[src/rtl/operand_sequencer.sv]
// Operand entry controller for the 16-bit operator cores: button conditioning,
// entry FSM (GET_A -> GET_B -> WAIT -> SHOW) and the result holding register.

module os_btn_cond #(
  parameter int DEBOUNCE_CYCLES = 100000,
  parameter int CNT_W           = 17
) (
  input  logic clk,
  input  logic rst,
  input  logic btn,
  output logic pulse
);
  logic [1:0]       sync_q, sync_d;
  logic [CNT_W-1:0] cnt_q, cnt_d;
  logic             lvl_q, lvl_d;

  // Counter only runs while the synchronized level disagrees with the accepted
  // one; any bounce back to agreement restarts it.
  always_comb begin
    sync_d = {sync_q[0], btn};
    cnt_d  = '0;
    lvl_d  = lvl_q;
    pulse  = 1'b0;
    if (sync_q[1] != lvl_q) begin
      if (cnt_q == CNT_W'(DEBOUNCE_CYCLES - 1)) begin
        lvl_d = sync_q[1];
        pulse = sync_q[1];
      end else begin
        cnt_d = cnt_q + 1'b1;
      end
    end
  end

  always_ff @(posedge clk or posedge rst) begin
    if (rst) begin
      sync_q <= '0;
      cnt_q  <= '0;
      lvl_q  <= 1'b0;
    end else begin
      sync_q <= sync_d;
      cnt_q  <= cnt_d;
      lvl_q  <= lvl_d;
    end
  end
endmodule

module operand_sequencer #(
  parameter int DEBOUNCE_CYCLES = 100000,
  parameter int CNT_W           = 17
) (
  input  logic        clk,
  input  logic        rst,
  input  logic [15:0] sw,
  input  logic        btn_enter,
  input  logic        btn_clear,
  input  logic [1:0]  op_sel,
  input  logic [15:0] fixA,
  input  logic [15:0] fixM,
  input  logic [15:0] floA,
  input  logic [15:0] floM,
  input  logic [3:0]  ovf_in,
  output logic [15:0] num1,
  output logic [15:0] num2,
  output logic [15:0] disp_value,
  output logic        disp_ovf,
  output logic [1:0]  state_led
);
  typedef enum logic [1:0] {GET_A = 2'b00, GET_B = 2'b01, WAIT_S = 2'b10, SHOW = 2'b11} state_e;

  logic [1:0] btn_raw, btn_pulse;
  assign btn_raw = {btn_clear, btn_enter};

  for (genvar i = 0; i < 2; i++) begin : g_btn
    os_btn_cond #(.DEBOUNCE_CYCLES(DEBOUNCE_CYCLES), .CNT_W(CNT_W)) u_btn (
      .clk  (clk),
      .rst  (rst),
      .btn  (btn_raw[i]),
      .pulse(btn_pulse[i])
    );
  end

  logic enter, clear;
  assign enter = btn_pulse[0];
  assign clear = btn_pulse[1];

  logic [15:0] res;
  logic        res_ovf;
  always_comb begin
    res     = fixA;
    res_ovf = ovf_in[0];
    case (op_sel)
      2'b00: begin res = fixA; res_ovf = ovf_in[0]; end
      2'b01: begin res = fixM; res_ovf = ovf_in[1]; end
      2'b10: begin res = floA; res_ovf = ovf_in[3]; end
      2'b11: begin res = floM; res_ovf = ovf_in[2]; end
      default: ;
    endcase
  end

  state_e      state_q, state_d;
  logic [15:0] num1_q, num1_d, num2_q, num2_d, disp_q, disp_d;
  logic        dovf_q, dovf_d;

  always_comb begin
    state_d = state_q;
    num1_d  = num1_q;
    num2_d  = num2_q;
    disp_d  = disp_q;
    dovf_d  = dovf_q;
    if (clear) begin
      state_d = GET_A;
      num1_d  = '0;
      num2_d  = '0;
      disp_d  = '0;
      dovf_d  = 1'b0;
    end else begin
      case (state_q)
        GET_A: begin
          disp_d = sw;
          dovf_d = 1'b0;
          if (enter) begin num1_d = sw; state_d = GET_B; end
        end
        GET_B: begin
          disp_d = sw;
          dovf_d = 1'b0;
          if (enter) begin num2_d = sw; state_d = WAIT_S; end
        end
        // One settle cycle for the combinational cores on the new num2.
        WAIT_S: state_d = SHOW;
        SHOW: begin
          disp_d = res;
          dovf_d = res_ovf;
          if (enter) begin num1_d = disp_q; state_d = GET_B; end
        end
        default: state_d = GET_A;
      endcase
    end
  end

  always_ff @(posedge clk or posedge rst) begin
    if (rst) begin
      state_q <= GET_A;
      num1_q  <= '0;
      num2_q  <= '0;
      disp_q  <= '0;
      dovf_q  <= 1'b0;
    end else begin
      state_q <= state_d;
      num1_q  <= num1_d;
      num2_q  <= num2_d;
      disp_q  <= disp_d;
      dovf_q  <= dovf_d;
    end
  end

  assign num1       = num1_q;
  assign num2       = num2_q;
  assign disp_value = disp_q;
  assign disp_ovf   = dovf_q;
  assign state_led  = state_q;
endmodule

[config.mk]
export PLATFORM = sky130hd
export DESIGN_NAME = operand_sequencer
export DESIGN_NICKNAME = d
export VERILOG_FILES = /design/src/rtl/operand_sequencer.sv
export SDC_FILE = /design/constraint.sdc
export NUM_CORES = 1
export LEC_CHECK = 0
export ABC_AREA = 1
export CAP_MARGIN = 0
export CELL_PAD_IN_SITES_DETAIL_PLACEMENT = 2
export CELL_PAD_IN_SITES_GLOBAL_PLACEMENT = 2
export CORE_MARGIN = 4
export CORE_UTILIZATION = 24
export CTS_CLUSTER_DIAMETER = 40
export DETAILED_ROUTE_END_ITERATION = 8
export PLACE_DENSITY = 0.78
export SLEW_MARGIN = 20
export SYNTH_ARGS = -nofsm -noshare
export SYNTH_HDL_FRONTEND = slang
export SYNTH_SLANG_ARGS = --single-unit
[constraint.sdc]
create_clock -name clk -period 2.81 [get_ports clk]
set_input_delay 0.4215 -clock clk [delete_from_list [all_inputs] [get_ports clk]]
set_output_delay 0.4215 -clock clk [all_outputs]
set_load 0.01 [all_outputs]
==> impl_results.md, run 1 <==
* Kind of critical path: flop to flop
* Post-synthesis mux area share at 0%
* Maximum vdd drop at 0.000284 V
* Synth warn at 0
* Worst r2r dst: disp_value[0]
* Die Wd at 158 um
* Die height at ~160 um
* Sw Share at between 20% and 30%
* Final HPWL DP at 16200 um
* Vias in the first global route at 6255
* Final #Nets at 962
* Drt pass-1 iters at 4
* Max Freq at 412 MHz
* Largest net degree at the start of global routing at 40
* CTS clk-pin slew, worst paths at 70 ps
* # Max-Cap Violations at 0
* Grt ovf at 0
* Sequential cell fraction of total power at ~43%
* IO Port Bufs at 140
* DRC viols at 0
* Post-CTS Hold Buffers at 0
* R2r setup slk at 380 ps
* Critical path endpoint category: flop
* Crit path launch type: flop
* Skew-Pair Late Insertion Delay at approximately 360 ps
* Initial core utilization at 24.5%
* FF/Latch Area at approximately 2300 sq um
* Min Tclk post-route at 2430 ps
* Post-synthesis xor/xnor area fraction at 2.44%
* Worst Clk Skew at 8.41 ps
* Number of cell rows at 54
* Crit path DAT at 2660 ps
* Crit Path Max Fanout at 32
* P_int at 0.00237 W
* Root Driver: clkbuf_16
* WL/cell at 18.2 um
* Status: finished clean
* Hold endpoint: g_btn[1].u_btn.sync_q[1]
* Sw power at about 0.00074 W
* CP required at 3040 ps
* Multi-input gate area at roughly 2700 sq um
* CTS Buf Count at 9
* Overall routing resource usage at 17.4%
* Mapped Cells at 739
* N_diodes at 0
* CTS tree: done
* P&R area growth vs syn at 38.3%
* Layout cells sized above 1 at 4.71%
* Synth Area in Simple Gates at 37.4%
* DR vias at between 5000 and 6000
* Clock sinks at a little over 90
* WHS Path Cells at 0
* Routed vias/inst at 4.85
* Fin util at 33.9%
* Post-synthesis sequential area ratio at 42.3%
* First-pass GRT wire length at 34400 um
* Slew @ Worst Pin at 986 ps
* Worst r2r src: state_led[0]
* Final WL at 21000 um
* Part of the power in the clock network at 46.4%
* HP Class: flop to flop
* Mean post-synth cell area at 7.28 sq um
* Pleak at 3.10 nW
* Antenna violations before repair at 0
* # resized after CTS at 0
* Hold_sp: g_btn[1].u_btn.sync_q[0]
* Fillers at 2554
* Power Dens Cells at 418 nW/um^2
* Main combinational cell family by area after synthesis: simple AND/OR/NAND/NOR gates
* Clk buf depth at 2
* Core ar. at 22000 sq um
* Starting DRT DRC Count at 206
* H-tree levels at 3
* Worst reg-to-reg path cell count at 5
* Hold Violations, Final at 0
* Full die area at 24900 sq um
* Final Cycle Share at 86.5%
* RD Place Congestion at 0.866
* Distinct cells, synth at 28
* FF+latch count, synth at 91
* Logic gate share of total power at between 10% and 20%
* Syn nets at about 830
* Slew margin rel. at 33.9%
* Post-CTS setup buffers at 0
* Mapped cell area at 5380 sq um
* I/O pins at 141
* Synth Area in Compound Gates at 8.51%
* Antenna-violating nets left at 0
* Slew Viols, Final at 0
* Adder-cell area share of the yosys netlist at 1.16%
* Final setup viols at 0
* RSZ-0062 raised after global routing: false
* Post-Route Setup TNS at 0 ps
[logic make-up (layout without fill, tap and decap cells)]
group | Yosys count | count (layout)
buffers and inverters | 100 | 232
AND/OR/NAND/NOR | 453 | 453
XOR/XNOR | 15 | 15
flip-flops | 91 | 91
AO/OA/AOI/OAI | 75 | 75
adder cells (fa/ha/maj) | 5 | 5
[metal layers]
| layer | wire (um) | track usage [%] | part of all wire, % |
|---|---|---|---|
| met2 | 10400 | 30.4 | 50 |
| met3 | 1330 | 4.65 | 6.3 |
| met5 | 0 | 0 | 0 |
| met4 | 326 | 5.24 | 1.6 |
| met1 | 8910 | 20.9 | 42 |
[power groups by stage]
stage	logic (W)	registers, W	clock network [W]
4_1_cts	0.000327	0.00135	0.00147
3_3_place_gp	0.000321	0.00137	0
5_1_grt	0.000355	0.00135	0.00153
3_5_place_dp	0.000326	0.00137	0
2_1_floorplan	0.000108	0.00138	0
6_report	0.000318	0.00135	0.00144
[per-stage QoR]
| step | instances | total power [W] | area, sq um | setup WS (ps) | hold slack (ps) |
|---|---|---|---|---|---|
| 2_1_floorplan | 739 | 0.00148 | 5380 | 24.9 | 331 |
| 3_3_place_gp | 1136 | 0.00169 | 7100 | 609 | 334 |
| 3_5_place_dp | 1136 | 0.00170 | 7100 | 535 | 341 |
| 4_1_cts | 1151 | 0.00315 | 7440 | 500 | 357 |
| 5_1_grt | 1151 | 0.00324 | 7440 | 136 | 359 |
| 6_report | 1151 | 0.00311 | 7440 | 381 | 353 |
[placed cells by master, fill, tap and decap left out, types with 4 or more instances in the layout]
cell	n
o211ai_1	32
nand2_1	222
nand3_1	54
nand4_1	65
dfrtp_1	91
ha_1	5
clkdlybuf4s50_1	140
buf_4	9
inv_1	56
clkbuf_16	9
nor2_1	83
xor2_1	15
buf_12	5
o21ai_0	19
nor3_1	17
a21oi_1	21
nor3b_1	4
[synthesized netlist by cell type (all sizes together)]
library cell	count	area, sq um
a211oi	1	7.51
a21oi	21	105
buf	19	136
clkbuf	18	67.6
clkinv	2	7.51
dfrtp	91	2280
ha	5	62.6
inv	61	229
nand2	224	846
nand3	55	280
nand4	66	419
nor2	86	333
nor3	18	101
nor3b	4	30.0
o211ai	32	240
o21ai	21	105
xor2	15	131
[sequential cells by signal, indices dropped and copies added (netlist names)]
signal	cells
num2	16
g_btn.u_btn.cnt_q	34
state_led	2
disp_value	16
g_btn.u_btn.lvl_q	2
disp_ovf	1
g_btn.u_btn.sync_q	4
num1	16
[worst max path at each step]
stage / start / endpoint / slack [ps] / depth (start not counted)
global placement: g_btn[1].u_btn.cnt_q[0] / disp_value[12] / 610 / 9
CTS: g_btn[1].u_btn.cnt_q[0] / num1[10] / 500 / 9
floorplan: rst / disp_ovf / 20 / 1
finish: state_led[0] / disp_value[0] / 380 / 5
detailed placement: op_sel[1] / disp_value[4] / 530 / 10
global route: state_led[0] / disp_value[0] / 140 / 6
[layout make-up]
cell class | instances | area share [%]
Clock inverter | 6 | 1.53
Tap cell | 280 | 4.71
Clock buffer | 9 | 3.03
Timing Repair Buffer | 154 | 21.1
Sequential cell | 91 | 30.6
Multi-Input combinational cell | 548 | 35.8
Inverter | 63 | 3.21
[worst max-delay path, stage by stage (launching register included)]
cell	delay, ps
dfrtp_1	460
ha_1	290
nor2_2	160
clkinv_1	780
o211ai_1	510
nand2_1	80
Note: power is estimated with default switching activity, not from simulation.
==> run 2: changes to the inputs <==
--- a/config.mk
+++ b/config.mk
@@ -6,11 +6,13 @@
 export NUM_CORES = 1
 export LEC_CHECK = 0
 export ABC_AREA = 1
+export ABC_CLOCK_PERIOD_IN_PS = 2810
 export CAP_MARGIN = 0
 export CELL_PAD_IN_SITES_DETAIL_PLACEMENT = 2
 export CELL_PAD_IN_SITES_GLOBAL_PLACEMENT = 2
 export CORE_MARGIN = 4
 export CORE_UTILIZATION = 24
+export CTS_BUF_LIST = sky130_fd_sc_hd__clkbuf_8 sky130_fd_sc_hd__clkbuf_16
 export CTS_CLUSTER_DIAMETER = 40
 export DETAILED_ROUTE_END_ITERATION = 8
 export PLACE_DENSITY = 0.78
==> results of run 2 <==
Same layout as run 1: the final DEF is identical, and so are final timing and power.
==> run 3: changes to the inputs <==
--- a/config.mk
+++ b/config.mk
@@ -6,16 +6,16 @@
 export NUM_CORES = 1
 export LEC_CHECK = 0
 export ABC_AREA = 1
-export ABC_CLOCK_PERIOD_IN_PS = 2810
+export ABC_CLOCK_PERIOD_IN_PS = 2440
 export CAP_MARGIN = 0
 export CELL_PAD_IN_SITES_DETAIL_PLACEMENT = 2
 export CELL_PAD_IN_SITES_GLOBAL_PLACEMENT = 2
 export CORE_MARGIN = 4
-export CORE_UTILIZATION = 24
+export CORE_UTILIZATION = 27
 export CTS_BUF_LIST = sky130_fd_sc_hd__clkbuf_8 sky130_fd_sc_hd__clkbuf_16
 export CTS_CLUSTER_DIAMETER = 40
 export DETAILED_ROUTE_END_ITERATION = 8
-export PLACE_DENSITY = 0.78
+export PLACE_DENSITY = 0.83
 export SLEW_MARGIN = 20
 export SYNTH_ARGS = -nofsm -noshare
 export SYNTH_HDL_FRONTEND = slang
==> constraint.sdc (replaced) <==
create_clock -name clk -period 2.44 [get_ports clk]
set_input_delay 0.366 -clock clk [delete_from_list [all_inputs] [get_ports clk]]
set_output_delay 0.366 -clock clk [all_outputs]
set_load 0.01 [all_outputs]
==> impl_results.md, run 3 (synthesis results as in run 1) <==
* Most frequent cells in the layout: nand2_1 (222), clkdlybuf4s50_1 (140), dfrtp_1 (91)
* Power Dens Cells at 475 nW/um^2 (+13%)
* CTS clk-pin slew, worst paths at 70 ps (about the same)
* Core ar. at 19500 sq um (-11%)
* RSZ-0062 raised after global routing: false
* Overall routing resource usage at 19.5% (+2.1 points)
* Critical path endpoint category: flop
* Antenna violations before repair at 0 (unchanged)
* Worst reg-to-reg path cell count at 9 (+4)
* I/O pins at 141 (unchanged)
* Max Freq at 478 MHz (+16%)
* # resized after CTS at 0 (unchanged)
* Final HPWL DP at 15800 um (-2.6%)
* H-tree levels at 3 (unchanged)
* Post-Route Setup TNS at 0 ps (unchanged)
* Die Wd at 149 um (-5.4%)
* Maximum vdd drop at 0.000249 V (-12%)
* RD Place Congestion at 0.845 (-2.5%)
* Die height at 149 um (-5.4%)
* P&R area growth vs syn at 36.9%
* HP Class: flop to flop
* DR vias at 5631 (+0.95%)
* # Max-Cap Violations at 0 (unchanged)
* Skew-Pair Late Insertion Delay at 350 ps (about the same)
* Clk buf depth at 2 (unchanged)
* Largest net degree at the start of global routing at 92 (+130%)
* Post-CTS Hold Buffers at 0 (unchanged)
* First-pass GRT wire length at 34500 um (+0.52%)
* Final WL at 21100 um (+0.52%)
* Root Driver: clkbuf_16
* Layout cells sized above 1 at 4.59% (-0.11 points)
* Slew Viols, Final at 0 (unchanged)
* Crit Path Max Fanout at 32 (unchanged)
* Post-route setup slack at 348 ps (-32.9 ps)
* Crit path launch type: flop
* Final setup viols at 0 (unchanged)
* Full die area at 22200 sq um (-11%)
* Kind of critical path: flop to flop
* Status: finished clean
* CP Cell Sequence: ha_1 -> nand2_2 -> inv_2 -> nand2_1 -> nor2_1 -> nand3_2 -> inv_2 -> nand4_1 -> nand2_1
* Final Cycle Share at 85.7% (-0.70 points)
* Post-CTS setup buffers at 0 (unchanged)
* CTS tree: done
* Worst Clk Skew at 7.21 ps (-1.20 ps)
* Slowest cell delay on critical path at 450 ps (-330 ps)
* Clock sinks at 91 (unchanged)
* Most flop-heavy register: g_btn.u_btn.cnt_q
* Hold Violations, Final at 0 (unchanged)
* Min Tclk post-route at 2090 ps (-337 ps)
* Vias in the first global route at 6215 (-0.64%)
* Initial core utilization at 27.5% (+3.1 points)
* Number of cell rows at 51 (-5.6%)
* IO Port Bufs at 140 (unchanged)
* Slew @ Worst Pin at 1060 ps (+71.9 ps)
* Drt pass-1 iters at 4 (unchanged)
* Critical Path Slowest Stage Cell: inv_2
* Number of flip-flops in the largest register at 34 (unchanged)
* Commonest non-fill, non-tap cell in the layout: nand2_1
* WHS Path Cells at 0 (unchanged)
* Starting DRT DRC Count at 250 (+21%)
* DRC viols at 0 (unchanged)
* Crit path DAT at 2380 ps (-280 ps)
* Slew margin rel. at 29.4% (-4.5 points)
* CTS Buf Count at 9 (unchanged)
* Routed vias/inst at 4.96 (+2.3%)
* WL/cell at 18.6 um (+1.9%)
* CP required at 2730 ps (-310 ps)
* Final #Nets at 961 (-0.10%)
* DP Worst Slack at 303 ps (-232 ps)
* N_diodes at 0 (unchanged)
* Pleak at 3.07 nW (-0.86%)
* Grt ovf at 0 (unchanged)
* Antenna-violating nets left at 0 (unchanged)
run 3: path summary, 6_finish.rpt:
kind / startpoint / to / slack (ps)
max: g_btn[0].u_btn.cnt_q[0] / num1[4] / 350
min: g_btn[1].u_btn.sync_q[0] / g_btn[1].u_btn.sync_q[1] / 360
max reg2reg: g_btn[0].u_btn.cnt_q[0] / num1[4] / 350
min reg2reg: g_btn[1].u_btn.sync_q[0] / g_btn[1].u_btn.sync_q[1] / 360
max in group asynchronous: rst / g_btn[0].u_btn.cnt_q[10] / 1520
min in group asynchronous: rst / g_btn[1].u_btn.cnt_q[0] / 480
run 3: layer usage:
| metal | GRT usage [%] | vias up | share of wire (%) |
|---|---|---|---|
| met4 | 4.21 | 0 | 1.0 |
| met2 | 34.4 | 118 | 50 |
| li1 | - | 2712 | - |
| met3 | 5.17 | 16 | 5.8 |
| met1 | 24.0 | 2785 | 43 |
| met5 | 0 | - | 0 |
run 3: layout make-up:
type	count	area, sq um
Clock buffer	9	225
Clock inverter	7	100
Fill cell	2319	12200
Inverter	63	240
Multi-Input combinational cell	548	2660
Sequential cell	91	2280
Tap cell	265	332
Timing Repair Buffer	153	1520
run 3: critical path, delay by kind of cell (launching register included):
| family | cells | cell delay [ps] |
|---|---|---|
| adder cells (fa/ha/maj) | 1 | 220 |
| flip-flops | 1 | 390 |
| AND/OR/NAND/NOR | 6 | 850 |
| buffers and inverters | 2 | 550 |
run 3: power by group:
part	internal, W	leakage, nW	switching, W
registers	0.00153	1.05	0.0000239
logic	0.000195	1.86	0.000169
clock network	0.000908	0.159	0.000665
total	0.00264	3.07	0.000858
run 3: stage by stage:
step / total power (W) / util (%) / hold WS, ps / instance area, sq um / instances
2_1_floorplan: 0.00171 / - / 331 / 5380 / 739
3_3_place_gp: 0.00195 / 36.0 / 340 / 7040 / 1120
3_5_place_dp: 0.00196 / 36.0 / 341 / 7040 / 1120
4_1_cts: 0.00353 / 37.7 / 358 / 7360 / 1136
5_1_grt: 0.00363 / 37.7 / 360 / 7360 / 1136
6_report: 0.00349 / 37.7 / 356 / 7360 / 1136
